<file path="config.mk">
export PLATFORM = sky130hd
export DESIGN_NAME = vocab_token_encoder_flat
export DESIGN_NICKNAME = d
export VERILOG_FILES = /design/src/rtl/vocab_token_encoder_if.sv /design/src/rtl/vocab_token_encoder.sv /design/src/flat_wrapper.sv
export SDC_FILE = /design/constraint.sdc
export NUM_CORES = 1
export LEC_CHECK = 0
export CAP_MARGIN = 0
export CELL_PAD_IN_SITES_DETAIL_PLACEMENT = 0
export CELL_PAD_IN_SITES_GLOBAL_PLACEMENT = 1
export CORE_MARGIN = 4
export CORE_UTILIZATION = 32
export CTS_CLUSTER_SIZE = 25
export DETAILED_ROUTE_END_ITERATION = 12
export DONT_BUFFER_PORTS = 1
export GPL_ROUTABILITY_DRIVEN = 0
export PLACE_DENSITY = 0.65
export SLEW_MARGIN = 20
export SYNTH_ARGS = -nofsm -noshare
export SYNTH_HDL_FRONTEND = slang
export SYNTH_SLANG_ARGS = --single-unit
</file>
<file path="constraint.sdc">
create_clock -name clk -period 3.71 [get_ports clk]
set_input_delay 0.371 -clock clk [delete_from_list [all_inputs] [get_ports clk]]
set_output_delay 0.371 -clock clk [all_outputs]
set_load 0.02 [all_outputs]
</file>
<file path="src/rtl/vocab_token_encoder_if.sv">
// Sequencer handshake plus the input, vocab and output sram ports of the token encoder.
// The master side drives start/copy_mode and returns the sram read data.
interface vocab_token_encoder_if #(
  parameter int DATA_WIDTH     = 8,
  parameter int IN_ADDR_WIDTH  = 6,
  parameter int OUT_ADDR_WIDTH = 6,
  parameter int VOC_ADDR_WIDTH = 5
);
  logic                      start;
  logic                      copy_mode;
  logic                      busy;
  logic                      done;
  logic                      error;
  logic [IN_ADDR_WIDTH-1:0]  in_addr;
  logic [DATA_WIDTH-1:0]     in_rdata;
  logic [VOC_ADDR_WIDTH-1:0] voc_addr;
  logic [DATA_WIDTH-1:0]     voc_rdata;
  logic [OUT_ADDR_WIDTH-1:0] out_addr;
  logic [DATA_WIDTH-1:0]     out_wdata;
  logic                      out_we;
  logic [OUT_ADDR_WIDTH-1:0] token_count;
  logic [OUT_ADDR_WIDTH-1:0] unk_count;

  modport master (
    output start, copy_mode, in_rdata, voc_rdata,
    input  busy, done, error, in_addr, voc_addr, out_addr, out_wdata, out_we,
           token_count, unk_count
  );

  modport slave (
    input  start, copy_mode, in_rdata, voc_rdata,
    output busy, done, error, in_addr, voc_addr, out_addr, out_wdata, out_we,
           token_count, unk_count
  );
endinterface

</file>
<file path="src/rtl/vocab_token_encoder.sv">
// Scans a zero-delimited word stream, looks each word up in a fixed-stride vocab sram and
// writes token IDs (or verbatim copies of unknown words) to the output sram.
module vocab_token_encoder #(
  parameter int DATA_WIDTH     = 8,
  parameter int IN_ADDR_WIDTH  = 6,
  parameter int OUT_ADDR_WIDTH = 6,
  parameter int VOCAB_SIZE     = 8,
  parameter int MAX_LEN        = 4,
  parameter int VOC_ADDR_WIDTH = $clog2(VOCAB_SIZE * MAX_LEN)
) (
  input logic                  clk,
  input logic                  rst_n,
  vocab_token_encoder_if.slave bus
);
  localparam int ENTRY_W = (VOCAB_SIZE > 1) ? $clog2(VOCAB_SIZE) : 1;
  localparam int K_W     = $clog2(MAX_LEN + 1);
  localparam logic [IN_ADDR_WIDTH-1:0]  IN_LAST    = '1;
  localparam logic [OUT_ADDR_WIDTH-1:0] OUT_LAST   = '1;
  localparam logic [DATA_WIDTH-1:0]     UNK_ID     = '1;
  localparam logic [ENTRY_W-1:0]        LAST_ENTRY = ENTRY_W'(VOCAB_SIZE - 1);
  localparam logic [K_W-1:0]            K_END      = K_W'(MAX_LEN);

  typedef enum logic [3:0] {
    S_IDLE, S_WSTART, S_WCHK, S_CMP, S_MISS, S_MATCH, S_UNKNOWN, S_COPY, S_SKIP, S_DONE
  } state_e;

  state_e                    state_q;
  logic                      copyMode_q;
  logic [IN_ADDR_WIDTH-1:0]  wBase_q;
  logic [OUT_ADDR_WIDTH-1:0] oPtr_q;
  logic                      oFull_q;
  logic [ENTRY_W-1:0]        entry_q;
  logic [K_W-1:0]            issueK_q;
  logic                      issueV_q;
  logic [K_W-1:0]            pendK_q;
  logic [IN_ADDR_WIDTH-1:0]  pendAddr_q;
  logic                      pendV_q;
  logic                      busy_q;
  logic                      done_q;
  logic                      error_q;
  logic [IN_ADDR_WIDTH-1:0]  inAddr_q;
  logic [VOC_ADDR_WIDTH-1:0] vocAddr_q;
  logic [OUT_ADDR_WIDTH-1:0] outAddr_q;
  logic [DATA_WIDTH-1:0]     outWdata_q;
  logic                      outWe_q;
  logic [OUT_ADDR_WIDTH-1:0] tokenCount_q;
  logic [OUT_ADDR_WIDTH-1:0] unkCount_q;

  logic [K_W-1:0] kNext_d;
  logic           cmpHit_d;
  logic           cmpMiss_d;

  function automatic logic [VOC_ADDR_WIDTH-1:0] vocAddr(input logic [ENTRY_W-1:0] e,
                                                       input logic [K_W-1:0] k);
    return VOC_ADDR_WIDTH'(32'(e) * MAX_LEN + 32'(k));
  endfunction

  assign kNext_d = issueK_q + K_W'(1);

  // Judges the char pair returned for the read issued last cycle; k==MAX_LEN only checks
  // that the word ends right after a full-length entry.
  always_comb begin
    cmpHit_d  = 1'b0;
    cmpMiss_d = 1'b0;
    if (pendV_q) begin
      if (pendK_q == K_END) begin
        cmpHit_d  = (bus.in_rdata == '0);
        cmpMiss_d = (bus.in_rdata != '0);
      end else if (bus.in_rdata != bus.voc_rdata) begin
        cmpMiss_d = 1'b1;
      end else if (bus.in_rdata == '0) begin
        cmpHit_d = 1'b1;
      end
    end
  end

  always_ff @(posedge clk or negedge rst_n) begin
    if (!rst_n) begin
      state_q      <= S_IDLE;
      copyMode_q   <= 1'b0;
      wBase_q      <= '0;
      oPtr_q       <= '0;
      oFull_q      <= 1'b0;
      entry_q      <= '0;
      issueK_q     <= '0;
      issueV_q     <= 1'b0;
      pendK_q      <= '0;
      pendAddr_q   <= '0;
      pendV_q      <= 1'b0;
      busy_q       <= 1'b0;
      done_q       <= 1'b0;
      error_q      <= 1'b0;
      inAddr_q     <= '0;
      vocAddr_q    <= '0;
      outAddr_q    <= '0;
      outWdata_q   <= '0;
      outWe_q      <= 1'b0;
      tokenCount_q <= '0;
      unkCount_q   <= '0;
    end else begin
      outWe_q <= 1'b0;
      unique case (state_q)
        S_IDLE, S_DONE: begin
          if (bus.start) begin
            copyMode_q   <= bus.copy_mode;
            wBase_q      <= '0;
            oPtr_q       <= '0;
            oFull_q      <= 1'b0;
            tokenCount_q <= '0;
            unkCount_q   <= '0;
            error_q      <= 1'b0;
            done_q       <= 1'b0;
            busy_q       <= 1'b1;
            inAddr_q     <= '0;
            state_q      <= S_WSTART;
          end
        end
        S_WSTART: state_q <= S_WCHK;
        S_WCHK: begin
          if (bus.in_rdata == '0) begin
            busy_q  <= 1'b0;
            done_q  <= 1'b1;
            state_q <= S_DONE;
          end else begin
            entry_q   <= '0;
            inAddr_q  <= wBase_q;
            vocAddr_q <= vocAddr('0, '0);
            issueK_q  <= '0;
            issueV_q  <= 1'b1;
            pendV_q   <= 1'b0;
            state_q   <= S_CMP;
          end
        end
        S_CMP: begin
          pendV_q <= issueV_q;
          pendK_q <= issueK_q;
          if (issueV_q) begin
            if (issueK_q == K_END) begin
              issueV_q <= 1'b0;
            end else begin
              issueK_q <= kNext_d;
              inAddr_q <= wBase_q + IN_ADDR_WIDTH'(kNext_d);
              if (kNext_d < K_END) vocAddr_q <= vocAddr(entry_q, kNext_d);
            end
          end
          if (cmpHit_d || cmpMiss_d) begin
            pendV_q  <= 1'b0;
            issueV_q <= 1'b0;
            state_q  <= cmpHit_d ? S_MATCH : S_MISS;
          end
        end
        S_MISS: begin
          if (entry_q == LAST_ENTRY) begin
            state_q <= S_UNKNOWN;
          end else begin
            entry_q   <= entry_q + ENTRY_W'(1);
            inAddr_q  <= wBase_q;
            vocAddr_q <= vocAddr(entry_q + ENTRY_W'(1), '0);
            issueK_q  <= '0;
            issueV_q  <= 1'b1;
            state_q   <= S_CMP;
          end
        end
        S_MATCH, S_UNKNOWN: begin
          if (state_q == S_UNKNOWN && copyMode_q) begin
            tokenCount_q <= tokenCount_q + OUT_ADDR_WIDTH'(1);
            unkCount_q   <= unkCount_q + OUT_ADDR_WIDTH'(1);
            inAddr_q     <= wBase_q;
            pendV_q      <= 1'b0;
            state_q      <= S_COPY;
          end else if (oFull_q) begin
            error_q <= 1'b1;
            busy_q  <= 1'b0;
            done_q  <= 1'b1;
            state_q <= S_DONE;
          end else begin
            outAddr_q    <= oPtr_q;
            outWdata_q   <= (state_q == S_MATCH) ? DATA_WIDTH'(entry_q) : UNK_ID;
            outWe_q      <= 1'b1;
            oPtr_q       <= oPtr_q + OUT_ADDR_WIDTH'(1);
            oFull_q      <= (oPtr_q == OUT_LAST);
            tokenCount_q <= tokenCount_q + OUT_ADDR_WIDTH'(1);
            if (state_q == S_UNKNOWN) unkCount_q <= unkCount_q + OUT_ADDR_WIDTH'(1);
            inAddr_q     <= wBase_q;
            pendV_q      <= 1'b0;
            state_q      <= S_SKIP;
          end
        end
        // SKIP and COPY rescan the word from its base, one read per cycle; the last input
        // address can never hold a char that is followed by a stream terminator.
        S_SKIP, S_COPY: begin
          inAddr_q   <= inAddr_q + IN_ADDR_WIDTH'(1);
          pendAddr_q <= inAddr_q;
          pendV_q    <= 1'b1;
          if (pendV_q) begin
            if (pendAddr_q == IN_LAST || (state_q == S_COPY && oFull_q)) begin
              error_q <= 1'b1;
              busy_q  <= 1'b0;
              done_q  <= 1'b1;
              pendV_q <= 1'b0;
              state_q <= S_DONE;
            end else begin
              if (state_q == S_COPY) begin
                outAddr_q  <= oPtr_q;
                outWdata_q <= bus.in_rdata;
                outWe_q    <= 1'b1;
                oPtr_q     <= oPtr_q + OUT_ADDR_WIDTH'(1);
                oFull_q    <= (oPtr_q == OUT_LAST);
              end
              if (bus.in_rdata == '0) begin
                wBase_q  <= pendAddr_q + IN_ADDR_WIDTH'(1);
                inAddr_q <= pendAddr_q + IN_ADDR_WIDTH'(1);
                pendV_q  <= 1'b0;
                state_q  <= S_WSTART;
              end
            end
          end
        end
        default: state_q <= S_IDLE;
      endcase
    end
  end

  assign bus.busy        = busy_q;
  assign bus.done        = done_q;
  assign bus.error       = error_q;
  assign bus.in_addr     = inAddr_q;
  assign bus.voc_addr    = vocAddr_q;
  assign bus.out_addr    = outAddr_q;
  assign bus.out_wdata   = outWdata_q;
  assign bus.out_we      = outWe_q;
  assign bus.token_count = tokenCount_q;
  assign bus.unk_count   = unkCount_q;
endmodule

</file>
<file path="src/flat_wrapper.sv">
// flat-port wrapper written by rule: the top's interface ports become plain ports
module vocab_token_encoder_flat 
#(
  parameter int DATA_WIDTH     = 8,
  parameter int IN_ADDR_WIDTH  = 6,
  parameter int OUT_ADDR_WIDTH = 6,
  parameter int VOCAB_SIZE     = 8,
  parameter int MAX_LEN        = 4,
  parameter int VOC_ADDR_WIDTH = $clog2(VOCAB_SIZE * MAX_LEN)
)
  (clk, rst_n, bus_start, bus_copy_mode, bus_in_rdata, bus_voc_rdata, bus_busy, bus_done, bus_error, bus_in_addr, bus_voc_addr, bus_out_addr, bus_out_wdata, bus_out_we, bus_token_count, bus_unk_count);
  vocab_token_encoder_if #(.DATA_WIDTH(DATA_WIDTH), .IN_ADDR_WIDTH(IN_ADDR_WIDTH), .OUT_ADDR_WIDTH(OUT_ADDR_WIDTH), .VOC_ADDR_WIDTH(VOC_ADDR_WIDTH)) bus_i ();
  input logic clk;
  input logic rst_n;
  input wire logic [$bits(bus_i.start)-1:0] bus_start;
  input wire logic [$bits(bus_i.copy_mode)-1:0] bus_copy_mode;
  input wire logic [$bits(bus_i.in_rdata)-1:0] bus_in_rdata;
  input wire logic [$bits(bus_i.voc_rdata)-1:0] bus_voc_rdata;
  output wire logic [$bits(bus_i.busy)-1:0] bus_busy;
  output wire logic [$bits(bus_i.done)-1:0] bus_done;
  output wire logic [$bits(bus_i.error)-1:0] bus_error;
  output wire logic [$bits(bus_i.in_addr)-1:0] bus_in_addr;
  output wire logic [$bits(bus_i.voc_addr)-1:0] bus_voc_addr;
  output wire logic [$bits(bus_i.out_addr)-1:0] bus_out_addr;
  output wire logic [$bits(bus_i.out_wdata)-1:0] bus_out_wdata;
  output wire logic [$bits(bus_i.out_we)-1:0] bus_out_we;
  output wire logic [$bits(bus_i.token_count)-1:0] bus_token_count;
  output wire logic [$bits(bus_i.unk_count)-1:0] bus_unk_count;
  assign bus_i.start = bus_start;
  assign bus_i.copy_mode = bus_copy_mode;
  assign bus_i.in_rdata = bus_in_rdata;
  assign bus_i.voc_rdata = bus_voc_rdata;
  assign bus_busy = bus_i.busy;
  assign bus_done = bus_i.done;
  assign bus_error = bus_i.error;
  assign bus_in_addr = bus_i.in_addr;
  assign bus_voc_addr = bus_i.voc_addr;
  assign bus_out_addr = bus_i.out_addr;
  assign bus_out_wdata = bus_i.out_wdata;
  assign bus_out_we = bus_i.out_we;
  assign bus_token_count = bus_i.token_count;
  assign bus_unk_count = bus_i.unk_count;
  vocab_token_encoder #(.DATA_WIDTH(DATA_WIDTH), .IN_ADDR_WIDTH(IN_ADDR_WIDTH), .OUT_ADDR_WIDTH(OUT_ADDR_WIDTH), .VOCAB_SIZE(VOCAB_SIZE), .MAX_LEN(MAX_LEN), .VOC_ADDR_WIDTH(VOC_ADDR_WIDTH)) u_core (.clk(clk), .rst_n(rst_n), .bus(bus_i));
endmodule
</file>
### Yosys cells after proc, flatten, opt, wreduce, memory -nomap -nowiden

Index checks and enable logic that the tools add are counted.

| operators by class | value |
|---|---|
| magnitude comparators | 1 |
| muxes and demuxes | 113 |
| eq/ne operators | 34 |
| reductions and logical operators | 35 |
| add/sub/neg operators | 9 |

Operators by type and width:

| cell | number |
|---|---|
| 2-to-1 mux 6 bit | 28 |
| 2-to-1 mux 8 bit | 6 |
| case mux 6 bit (2 select lines) | 4 |
| 2-to-1 mux 1 bit | 43 |
| case mux 6 bit (6 select lines) | 1 |
| adder 6 x 1 -> 6 bit, second input constant | 5 |
| 2-to-1 mux 4 bit | 7 |
| case mux 4 bit (7 select lines) | 1 |
| 2-to-1 mux 5 bit | 5 |
| AND reduction 6 bit | 4 |
| AND reduction 7 bit | 3 |
| 2-to-1 mux 3 bit | 6 |
| != test 2 x 1 -> 1 bit, second input constant | 9 |
| case mux 6 bit (3 select lines) | 1 |
| equality test 4 x 3 -> 1 bit, second input constant | 4 |
| case mux 8 bit (2 select lines) | 1 |
| case mux 5 bit (3 select lines) | 1 |
| != test 2 bit, second input constant | 7 |
| equality test 6 bit, second input constant | 2 |
| case mux 1 bit (4 select lines) | 3 |
| AND reduction 3 bit | 4 |
| AND reduction 5 bit | 2 |
| equality test 3 bit, second input constant | 3 |
| case mux 1 bit (3 select lines) | 3 |
| 25 further kinds | 39 |

| storage, ports and cells | value |
|---|---|
| flip-flop bits (word level) | 76 |
| logic and storage cells | 213 |
| output and inout bits | 41 |

### Logic depth before layout (Yosys ltp)

Gate-level depths: netlist of run 1.

| logic depth | value |
|---|---|
| word-level depth | 8 |
| depth in mapped cells | 9 |
| depth with buffers taken out | 8 |

### Worst setup path before layout of run 1

No wires, ideal clock.

| path | value |
|---|---|
| path type | register to register |
| from | register u_core.entry_q[0] |
| to | register u_core.inAddr_q[5], in the netlist u_core.bus.in_addr[5] |
| data required time | 3.581 ns |
| arrival time | 2.001 ns |
| cell stages (with the launch flop) | 7 |
| slack | 1.579 ns |
| setup time | 0.129 ns |
| cell sequence | dfrtp_1 > ha_1 > ha_1 > a31o_1 > a221o_1 > or2_0 > o41a_1 |

| on the way | value |
|---|---|
| longest elaborated chain between the ends | 3 |

Ends and longest elaborated chain:

| item | line | text |
|---|---|---|
| start: declaration | vocab_token_encoder.sv:32 | `logic [ENTRY_W-1:0] entry_q;` |
| start signal: assignment | vocab_token_encoder.sv:156 | `entry_q <= entry_q + ENTRY_W'(1);` |
| equality test 3 bit | vocab_token_encoder.sv:153 | `if (entry_q == LAST_ENTRY) begin` |
| != test 2 bit (no line) | n/a |  |
| AND reduction 7 bit (no line) | n/a |  |
| end signal: assignment | vocab_token_encoder.sv:157 | `inAddr_q <= wBase_q;` |
| end signal: assignment | vocab_token_encoder.sv:168 | `inAddr_q <= wBase_q;` |
| end signal: assignment | vocab_token_encoder.sv:184 | `inAddr_q <= wBase_q;` |
| end: declaration | vocab_token_encoder.sv:41 | `logic [IN_ADDR_WIDTH-1:0] inAddr_q;` |

Every way passes these cells.
A chain may end at the register's enable or synchronous reset.

### Worst setup path after layout of run 1

| path | value |
|---|---|
| from | register u_core.state_q[3] |
| to | register u_core.state_q[3] |

| on the way | value |
|---|---|
| longest elaborated chain between the ends | 6 |
| elaborated cells on any way between the ends | 25 |
| classes of those cells | 13 x eq/ne; 4 x mux; 8 x reduce/logical |

Ends and longest elaborated chain:

| item | line | text |
|---|---|---|
| start: declaration | vocab_token_encoder.sv:27 | `state_e state_q;` |
| start signal: assignment | vocab_token_encoder.sv:149 | `state_q <= cmpHit_d ? S_MATCH : S_MISS;` |
| equality test 4 x 3 -> 1 bit | vocab_token_encoder.sv:102, vocab_token_encoder.sv:196 |  |
| logical AND 1 bit | vocab_token_encoder.sv:196 | `if (pendAddr_q == IN_LAST \|\| (state_q == S_COPY && oFull_q)) begin` |
| logical OR 1 bit | vocab_token_encoder.sv:196 |  |
| 2-to-1 mux 4 bit | vocab_token_encoder.sv:196 |  |
| 2-to-1 mux 4 bit | vocab_token_encoder.sv:195 | `if (pendV_q) begin` |
| case mux 4 bit (7 select lines) | vocab_token_encoder.sv:102 | `unique case (state_q)` |

Parallel ways exist; a longest one is shown, timed or not. The select of a mux whose other input is x is not followed.

==> results of run 1 <==
## metal layers
metal	global-route usage, %	vias to the layer above
met3	5.153	8
met4	4.571	0
met5	0	-
met2	24.42	65
li1	-	1820
met1	19.34	1845
## flip-flops by register name (all words and copies together), names as in the netlist, 3 cells and up
register	count
u_core.bus.in_addr	6
u_core.bus.out_addr	6
u_core.bus.out_wdata	8
u_core.bus.token_count	6
u_core.bus.unk_count	6
u_core.bus.voc_addr	5
u_core.entry_q	3
u_core.issueK_q	3
u_core.oPtr_q	6
u_core.pendAddr_q	6
u_core.pendK_q	3
u_core.state_q	4
u_core.wBase_q	6
## worst max path at each step
stage	start	end	slack, ns	cells after the start
floorplan	u_core.entry_q[0]	u_core.bus.in_addr[5]	1.58	6
global placement	u_core.state_q[1]	u_core.bus.voc_addr[0]	1.07	4
detailed placement	u_core.state_q[1]	u_core.bus.voc_addr[0]	1.00	4
CTS	u_core.state_q[1]	u_core.bus.voc_addr[0]	0.99	4
global route	u_core.state_q[3]	u_core.state_q[2]	0.70	5
finish	u_core.state_q[3]	u_core.state_q[3]	0.96	5
## where the power goes
group          leakage [nW]  internal [W]  total, W  switching (W)
logic                  1.10      0.000611   0.00152       0.000907
registers              1.00       0.00106   0.00153       0.000466
clock network         0.126      0.000446  0.000773       0.000327
total                  2.22       0.00212   0.00382        0.00170
## layout by cell type, fill, tap and decap left out, drive strengths merged, types with 13 or more instances in the layout
master	Yosys	routed
a21oi	18	18
dfrtp	76	76
ha	14	14
inv	13	13
mux2	19	19
nand2	53	53
nand3	21	21
nor2	24	24
o21ai	47	47
xnor2	15	15
## worst max-delay path, cell delays in order (launching register included)
cell      delay, ns
dfrtp_1        0.94
nor2b_2        0.29
a31oi_2        0.54
o311ai_0       0.24
a21oi_2        0.25
mux2_2         0.36
## cells by family (layout without fill, tap and decap cells)
group,Yosys count,in the layout,share of synthesized area [%]
muxes,24,24,5.627
AOI/OAI and AO/OA,141,141,20.48
and+or+nand+nor,169,169,19.68
buffers and inverters,37,37,4.453
xor gates and xnor gates,26,26,4.853
DFF,76,76,40.53
adders and majority gates,16,16,4.373
## final cells by class
| cell class | count | share of cell area [%] |
|---|---|---|
| sequential | 76 | 37.25 |
| clock inverter | 3 | 0.2941 |
| tap | 180 | 4.412 |
| inverter | 13 | 0.9559 |
| timing repair buffer | 9 | 1.765 |
| clock buffer | 12 | 4.632 |
| multi-input combinational | 376 | 50.69 |
## per-stage QoR
step | util, % | std cells | hold slack [ns] | total power (W) | worst slack, ns
final | 36.22 | 669 | 0.1430 | 0.003820 | 0.9626
after global placement | 34.16 | 652 | 0.07826 | 0.003023 | 1.066
after floorplan | - | 489 | 0.07541 | 0.002681 | 1.579
after CTS | 36.22 | 669 | 0.1338 | 0.003867 | 0.9938
after global routing | 36.22 | 669 | 0.1499 | 0.004129 | 0.7046
after detailed placement | 34.16 | 652 | 0.07825 | 0.003045 | 1.003
==> results.tsv, run 1 <==
stage	metric	value	unit
outcome	outcome	finished clean	
setup_path	r2r endpoint	u_core.state_q[3]	
cts	hold buffer count at cts	2	
finish	register area	1902	sq um
grt	vias in the first global route	3694	
logic_synthesis	YS warnings	0	
sta	Worst Max-Slew Pin Slew	0.9361	ns
logic_synthesis	post-synth top area cell	dfrtp_1	
logic_synthesis	sequential element share of the synthesized area	40.53	%
detailed_routing	vias post-DR	3738	
detailed_routing	DR top layer	met4	
setup_path	Data arrival, critical path	2.98	ns
sta	Clock Skews	0.008120	ns
finish	antenna fix cells	0	
floorplan	# IOs	61	
logic_synthesis	most instantiated cells after synthesis	dfrtp_1 (76), nand2_1 (52), o21ai_0 (44)	
setup_path	Reg-to-Reg Start	u_core.state_q[3]	
logic_synthesis	Synth cell types	80	
hold_path	hold depth	2	
setup_path	CP max FO	28	
hold_path	Hold Startpoint	bus_copy_mode	
floorplan	initial cell density of the core	33.29	%
finish	Nets	520	
cts	Max clock buf depth	2	
logic_synthesis	Post-Synthesis Net Count	524	
finish	Final Instance Area	5105	sq um
sta	total negative slack	0	ns
setup_path	worst-case reg-to-reg path depth	5	
detailed_routing	Post-Route WL	12.00	mm
placement	hpwl dp	8.808	mm
finish	area taken by multi-input logic gates	2587	sq um
hold_path	Hold Path End	u_core.copyMode_q	
logic_synthesis	Synth Area per Inst	9.595	sq um
detailed_routing	antenna viol nets, final	0	
pwr	Max VDD drop	0.2858	mV
sta	crit path time final	2.747	ns
cts	Sink Count	76	
sta	Fin. Hold Viols	0	
setup_path	Crit Path Category	reg -> reg	
detailed_routing	WL met3	669	microns
pwr	PwrDens	748.3	nW/um^2
detailed_routing	Routed wire per std cell	17.93	microns
floorplan	Cell Rows	43	
detailed_routing	vias per cell	5.587	
logic_synthesis	FF+latch count, synth	76	
finish	FILL cells	1429	
logic_synthesis	Synth top area share	40.53	%
floorplan	Die X	129.1	microns
setup_path	worst reg2reg setup slack	0.96	ns
setup_path	CP endpoint kind	flip-flop	
detailed_routing	Initial DRC Count	179	
cts	H-tree Lvls	3	
grt	initial antenna violation count	0	
logic_synthesis	most frequent cell after synthesis	dfrtp_1	
hold_path	worst min path class	in -> reg	
cts	Post-CTS Repair Setup Buffers	0	
floorplan	Die ar.	16660	sq um
detailed_routing	detailed-router iteration count before antenna repair	4	
sta	Final period util	74.05	%
cts	TritonCTS clock tree	done	
grt	total congestion overflow	0	
logic_synthesis	cell area after technology mapping	4692	sq um
cts	Clk pin slew, worst setup/hold paths	0.06	ns
finish	layout cell share with drive strength beyond 1	11.66	%
floorplan	CORE AREA	14100	sq um
logic_synthesis	Cells after Synth	489	
sta	# setup viols final	0	
grt	pin count of the biggest net entering global routing	77	
flow_run	Max-cap violations	0	
logic_synthesis	Synth area leaders	dfrtp_1 (41%), o21ai_0 (4.7%), mux2_2 (4.6%), nand2_1 (4.2%), ha_1 (3.7%)	
floorplan	Die Y-Extent	129.1	microns
cts	Post-CTS Resized	0	
cts	cts bufs inserted	9	
cts	Root Driver	clkbuf_16	
cts	worst-skew pair later-pin latency	0.34	ns
detailed_routing	Met2 Wirelength	5.772	mm
logic_synthesis	Post-synth ARST share	100.0	%
detailed_routing	metal1 wirelength	5.392	mm
sta	fmax	364.0	MHz
pwr	Leakage	2.225	nW
logic_synthesis	Synth Flop Type	dfrtp_1	
logic_synthesis	number of flops mapped to enable cells by yosys	0	
finish	P&R area growth vs syn	8.800	%
grt	first-pass GRT wire length	19.87	mm
detailed_routing	DR DRC count	0	
placement	Placed Area	4816	sq um
sta	final max-slew violation count	0	
sta	Slew HR	37.11	%
placement	port bufs	0	
setup_path	Worst EP required	3.94	ns
grt	GRT Util Overall	15.16	%
sta	RSZ-0062 raised after global routing	no	
setup_path	Worst setup SP type	flip-flop	
Note: power is estimated with default switching activity, not from simulation.
==> inputs of run 2 (changes only) <==
- ABC_AREA: default -> 1
- PLACE_DENSITY: 0.65 -> 0.7
- clock period: 3.71 -> 2.37 ns (I/O delays scaled with it)
==> run 2 against run 1 <==
Register-to-register slack got worse by 0.74 ns; hold slack got worse by 0.10 ns; clock skew fell by 0.0016 ns; first-iteration DRC count rose by 30%; critical endpoint is now u_core.bus.out_wdata[5]; routed wire length fell by 2.2%.
==> results.tsv, run 2 <==
stage	metric	value	unit
outcome	outcome	finished clean	
hold_path	worst min path class	in -> reg	
sta	Fin. Hold Viols	0	
placement	hpwl dp	8.794	mm
pwr	PwrDens	1208	nW/um^2
logic_synthesis	most instantiated cells after synthesis	nand2_1 (253), dfrtp_1 (76), nor2_1 (57)	
setup_path	CP max FO	17	
pwr	Reg power frac	35.1	%
grt	vias in the first global route	3965	
sta	Final period util	90.57	%
setup_path	worst-case reg-to-reg path depth	9	
sta	final max-slew violation count	0	
finish	most common cell after layout, fill and taps aside	nand2_1	
cts	cts bufs inserted	9	
logic_synthesis	YS warnings	0	
detailed_routing	Routed wire per std cell	14.05	microns
sta	# setup viols final	0	
finish	area taken by multi-input logic gates	2389	sq um
finish	Core Util, Final	37.00	%
finish	FILL cells	1471	
detailed_routing	vias post-DR	3979	
sta	Hold WS	0.03927	ns
logic_synthesis	post-synth top area cell	dfrtp_1	
cts	Post-CTS Repair Setup Buffers	0	
logic_synthesis	Cells after Synth	640	
sta	fmax	465.9	MHz
floorplan	Die Y-Extent	127.3	microns
floorplan	CORE AREA	13930	sq um
pwr	switch share	46.44	%
detailed_routing	DR DRC count	0	
hold_path	hold depth	2	
logic_synthesis	Synth cell types	33	
floorplan	Die X	127.3	microns
placement	port bufs	0	
logic_synthesis	Synth top area share	41.74	%
finish	register area	1902	sq um
setup_path	Crit Path Category	reg -> reg	
pwr	Comb power frac	40.8	%
finish	P&R area growth vs syn	13.15	%
logic_synthesis	sequential element share of the synthesized area	41.74	%
pwr	switching power	0.002894	W
setup_path	Worst setup SP type	flip-flop	
setup_path	Worst EP required	2.65	ns
cts	Sink Count	76	
pwr	clock share of power	24.1	%
detailed_routing	Post-Route WL	11.74	mm
cts	Root Driver	clkbuf_16	
grt	first-pass GRT wire length	19.51	mm
logic_synthesis	FF+latch count, synth	76	
finish	Nets	685	
logic_synthesis	cell area after technology mapping	4557	sq um
pwr	Leakage	2.676	nW
sta	RSZ-0062 raised after global routing	no	
floorplan	initial cell density of the core	32.70	%
floorplan	Cell Rows	43	
logic_synthesis	number of flops mapped to enable cells by yosys	0	
sta	crit path time final	2.146	ns
logic_synthesis	Synth area leaders	dfrtp_1 (42%), nand2_1 (21%), o21ai_0 (5.5%), nand3_1 (4.9%), nor2_1 (4.7%)	
detailed_routing	detailed-router iteration count before antenna repair	4	
pwr	P_int	0.003337	W
finish	layout cell share with drive strength beyond 1	8.244	%
grt	initial antenna violation count	0	
detailed_routing	antenna viol nets, final	0	
detailed_routing	Initial DRC Count	233	
sta	total negative slack	0	ns
grt	total congestion overflow	0	
logic_synthesis	Synth Flop Type	dfrtp_1	
finish	commonest cells after routing, fill and taps aside	nand2_1 (253), dfrtp_1 (76), nor2_1 (57)	
cts	H-tree Lvls	3	
setup_path	CP endpoint kind	flip-flop	
sta	Slew HR	59.48	%
finish	antenna fix cells	0	
flow_run	Max-cap violations	0	
finish	Largest register FFs	8	
logic_synthesis	most frequent cell after synthesis	nand2_1	
logic_synthesis	Post-synth ARST share	100.0	%
logic_synthesis	Synth Area per Inst	7.120	sq um
logic_synthesis	Post-Synthesis Net Count	675	
cts	TritonCTS clock tree	done	
sta	Clock Skews	0.006534	ns
cts	Max clock buf depth	2	
floorplan	# IOs	61	
grt	GRT Util Overall	14.98	%
pwr	Max VDD drop	0.4833	mV
setup_path	Data arrival, critical path	2.43	ns
grt	pin count of the biggest net entering global routing	77	
floorplan	Die ar.	16210	sq um
cts	worst-skew pair later-pin latency	0.35	ns
cts	Clk pin slew, worst setup/hold paths	0.06	ns
detailed_routing	vias per cell	4.765	
sta	Worst Max-Slew Pin Slew	0.6014	ns
==> run 2: cell families (layout without fill, tap and decap cells) <==
logic type / after synthesis / count (layout) / synth area share, %
muxes: 1 / 1 / 0.2471
AOI/OAI and AO/OA: 71 / 72 / 8.402
buffers and inverters: 70 / 84 / 6.150
DFF: 76 / 76 / 41.74
and+or+nand+nor: 389 / 389 / 35.72
xor gates and xnor gates: 18 / 18 / 3.460
adders and majority gates: 15 / 15 / 4.283
==> run 2: metrics by stage <==
step | area [sq um] | setup slack, ns | total power (W) | cells
2_1_floorplan | 4557 | 0.5939 | 0.004043 | 640
3_3_place_gp | 4780 | 0.1814 | 0.004682 | 816
3_5_place_dp | 4780 | 0.1249 | 0.004725 | 816
4_1_cts | 5142 | 0.1156 | 0.006293 | 834
5_1_grt | 5156 | 0.01761 | 0.006793 | 835
6_report | 5156 | 0.2236 | 0.006231 | 835
==> run 2: critical path: stages, from the launching register on <==
cell	delay [ns]
dfrtp_1	0.42
inv_1	0.11
nand2_1	0.16
o21ai_4	0.43
nor2_2	0.17
inv_2	0.11
nand3_4	0.16
nor2_4	0.35
nand2_1	0.09
nand2_1	0.08
==> run 2: what timing repair did <==
action | 4_1_cts | 5_1_grt
hold endpoints to repair | 76 | 0
endpoints found under the setup margin | 0 | 24
resized for setup | 0 | 1
hold buffers | 2 | 0
==> run 2: layout make-up <==
type                            count  area share, %
Inverter                           58          4.222
Clock inverter                      7          1.941
Multi-Input combinational cell    495          46.32
Clock buffer                        9          4.368
Sequential cell                    76          36.88
Timing Repair Buffer               10          1.893
Tap cell                          180          4.368
==> run 2: final timing paths <==
check                             startpoint                       to  slack (ns)
hold / removal                     bus_start          u_core.bus.busy        0.04
min in group asynchronous              rst_n   u_core.bus.out_addr[4]        0.44
max in group asynchronous              rst_n     u_core.pendAddr_q[3]        1.62
hold reg to reg            u_core.pendK_q[1]        u_core.pendK_q[1]        0.50
setup / recovery           u_core.state_q[0]  u_core.bus.out_wdata[5]        0.22
setup reg to reg           u_core.state_q[0]  u_core.bus.out_wdata[5]        0.22
==> run 2: metal layers <==
layer  track usage [%]  vias to the layer above  part of all wire [%]
li1                  -                     2054                     -
met1             18.88                     1844                    46
met2             24.81                       62                    48
met3             3.930                       19                   4.1
met4             5.363                        0                   2.1
met5                 0                        -                     0
==> run 2: power groups by stage <==
stage / Combinational, W / Sequential [W] / Clock (W)
6_report: 0.00254 / 0.00219 / 0.00150
4_1_cts: 0.00255 / 0.00220 / 0.00154
5_1_grt: 0.00296 / 0.00224 / 0.00159
2_1_floorplan: 0.00193 / 0.00211 / 0
3_5_place_dp: 0.00250 / 0.00222 / 0
3_3_place_gp: 0.00247 / 0.00221 / 0
==> inputs of run 3 (changes only) <==
- PLACE_DENSITY: 0.7 -> 0.68
- clock period: 2.37 -> 2.5 ns (I/O delays scaled with it)
==> run 3 against run 2 <==
Combinational power fell by 7%; critical endpoint is now u_core.bus.out_wdata[4]; critical path depth rose by 1; largest power group unchanged; clock power fell by 5%; sequential power fell by 5%; via count barely moved; final cell count fell by 0.36%; routed wire length fell by 0.43%; cell area fell by 0.56%; sequential share of layout area rose by 0.21 points.
==> results.tsv, run 3 (synthesized netlist as in run 2, its figures left out) <==
stage	metric	value	unit
outcome	outcome	finished clean	
sta	fmax	472.1	MHz
floorplan	# IOs	61	
detailed_routing	detailed-router iteration count before antenna repair	4	
cts	Root Driver	clkbuf_16	
finish	area taken by multi-input logic gates	2375	sq um
sta	final max-slew violation count	0	
finish	commonest cells after routing, fill and taps aside	nand2_1 (253), dfrtp_1 (76), nor2_1 (57)	
floorplan	Die Y-Extent	127.3	microns
floorplan	initial cell density of the core	32.70	%
placement	hpwl dp	8.717	mm
detailed_routing	vias post-DR	3982	
sta	Slew HR	63.80	%
pwr	Tot Pwr	0.005858	W
grt	pin count of the biggest net entering global routing	77	
pwr	Max VDD drop	0.3853	mV
cts	Max clock buf depth	2	
finish	Largest register FFs	8	
setup_path	Worst setup SP type	flip-flop	
grt	vias in the first global route	3924	
finish	FILL cells	1487	
grt	GRT Util Overall	15.03	%
cts	Clk pin slew, worst setup/hold paths	0.06	ns
setup_path	CP Cell Sequence	ha_1 -> nand2_1 -> nor2_1 -> nand2_1 -> nand2_1 -> o21ai_2 -> nand2_2 -> nor2_4 -> nand2_1 -> nand2_1	
setup_path	Max stage delay on crit path	0.43	ns
placement	port bufs	0	
setup_path	Worst EP required	2.79	ns
sta	Worst Max-Slew Pin Slew	0.5373	ns
pwr	Leakage	2.674	nW
placement	Placed Area	4765	sq um
floorplan	CORE AREA	13930	sq um
placement	pre-CTS setup slack	0.3807	ns
finish	Nets	682	
detailed_routing	vias per cell	4.786	
setup_path	most frequent CP cell	nand2_1	
finish	register area	1902	sq um
cts	worst-skew pair later-pin latency	0.34	ns
detailed_routing	DR DRC count	0	
finish	layout cell share with drive strength beyond 1	7.822	%
cts	TritonCTS clock tree	done	
setup_path	Data arrival, critical path	2.41	ns
setup_path	CP max-delay cell	dfrtp_1	
floorplan	Die X	127.3	microns
flow_run	Max-cap violations	0	
sta	RSZ-0062 raised after global routing	no	
cts	cts bufs inserted	9	
detailed_routing	Post-Route WL	11.69	mm
detailed_routing	antenna viol nets, final	0	
hold_path	worst min path class	in -> reg	
finish	most common cell after layout, fill and taps aside	nand2_1	
finish	P&R area growth vs syn	12.52	%
pwr	PwrDens	1142	nW/um^2
grt	total congestion overflow	0	
setup_path	CP max FO	17	
grt	initial antenna violation count	0	
setup_path	CP endpoint kind	flip-flop	
finish	Final Instance Area	5127	sq um
sta	crit path time final	2.118	ns
sta	Final period util	84.72	%
floorplan	Cell Rows	43	
sta	fin worst setup slack	0.3819	ns
sta	Clock Skews	0.004930	ns
finish	antenna fix cells	0	
cts	H-tree Lvls	3	
cts	Sink Count	76	
sta	# setup viols final	0	
setup_path	Crit Path Category	reg -> reg	
detailed_routing	Initial DRC Count	189	
sta	Fin. Hold Viols	0	
sta	Hold WS	0.05679	ns
cts	Post-CTS Repair Setup Buffers	0	
sta	total negative slack	0	ns
detailed_routing	Routed wire per std cell	14.04	microns
floorplan	Die ar.	16210	sq um
grt	first-pass GRT wire length	19.45	mm
-- run 3: changes by cell type in the layout (fill, tap and decap cells not counted), sizes merged --
cell	change
clkinv	+3
buf	-2
o21ai	-1
clkinvlp	-3
-- run 3: metrics by stage --
step	utilization (%)	cells
2_1_floorplan	-	640
3_3_place_gp	34.19	814
3_5_place_dp	34.19	814
4_1_cts	36.80	832
5_1_grt	36.80	832
6_report	36.80	832
-- run 3: where the power goes --
group / switching, W / leakage [nW] / internal [W]
sequential: 0.000511 / 1.01 / 0.00156
clock: 0.000540 / 0.160 / 0.000880
combinational: 0.00168 / 1.51 / 0.000688
total: 0.00273 / 2.67 / 0.00313
-- run 3: timing repair --
action                                 in CTS  in global routing
endpoints found under the hold margin      76                  0
hold buffers                                2                  0
resized for setup                           0                  0
-- run 3: layout make-up --
cell class	count	share of cell area, %
clock buffer	9	4.392
clock inverter	7	1.952
inverter	58	4.246
multi-input combinational	494	46.32
sequential	76	37.09
tap	180	4.392
timing repair buffer	8	1.611
-- run 3: final timing paths --
kind | depth (start not counted) | end | slack [ns] | startpoint
max | 10 | u_core.bus.out_wdata[4] | 0.38 | u_core.pendAddr_q[0]
min | 1 | u_core.copyMode_q | 0.06 | bus_copy_mode
max reg2reg | 10 | u_core.bus.out_wdata[4] | 0.38 | u_core.pendAddr_q[0]
min reg2reg | 2 | u_core.pendK_q[1] | 0.50 | u_core.pendK_q[1]
max in group asynchronous | 2 | u_core.bus.voc_addr[2] | 1.73 | rst_n
min in group asynchronous | 2 | u_core.bus.out_we | 0.45 | rst_n
-- run 3: worst max-delay path: cells and delay by family (launching register included) --
| kind | cells | cell delay [ns] |
|---|---|---|
| AO/OA/AOI/OAI | 1 | 0.20 |
| AND/OR/NAND/NOR | 8 | 1.20 |
| adder cells (fa/ha/maj) | 1 | 0.23 |
| flip-flops | 1 | 0.43 |
-- run 3: routing by layer --
layer / vias to the layer above / share of wire, % / wire length, microns / GRT usage [%]
li1: 2050 / - / - / -
met1: 1822 / 47 / 5534 / 19.14
met2: 85 / 45 / 5299 / 23.97
met3: 25 / 4.8 / 556 / 4.724
met4: 0 / 2.5 / 294 / 5.552
met5: - / 0 / 0 / 0
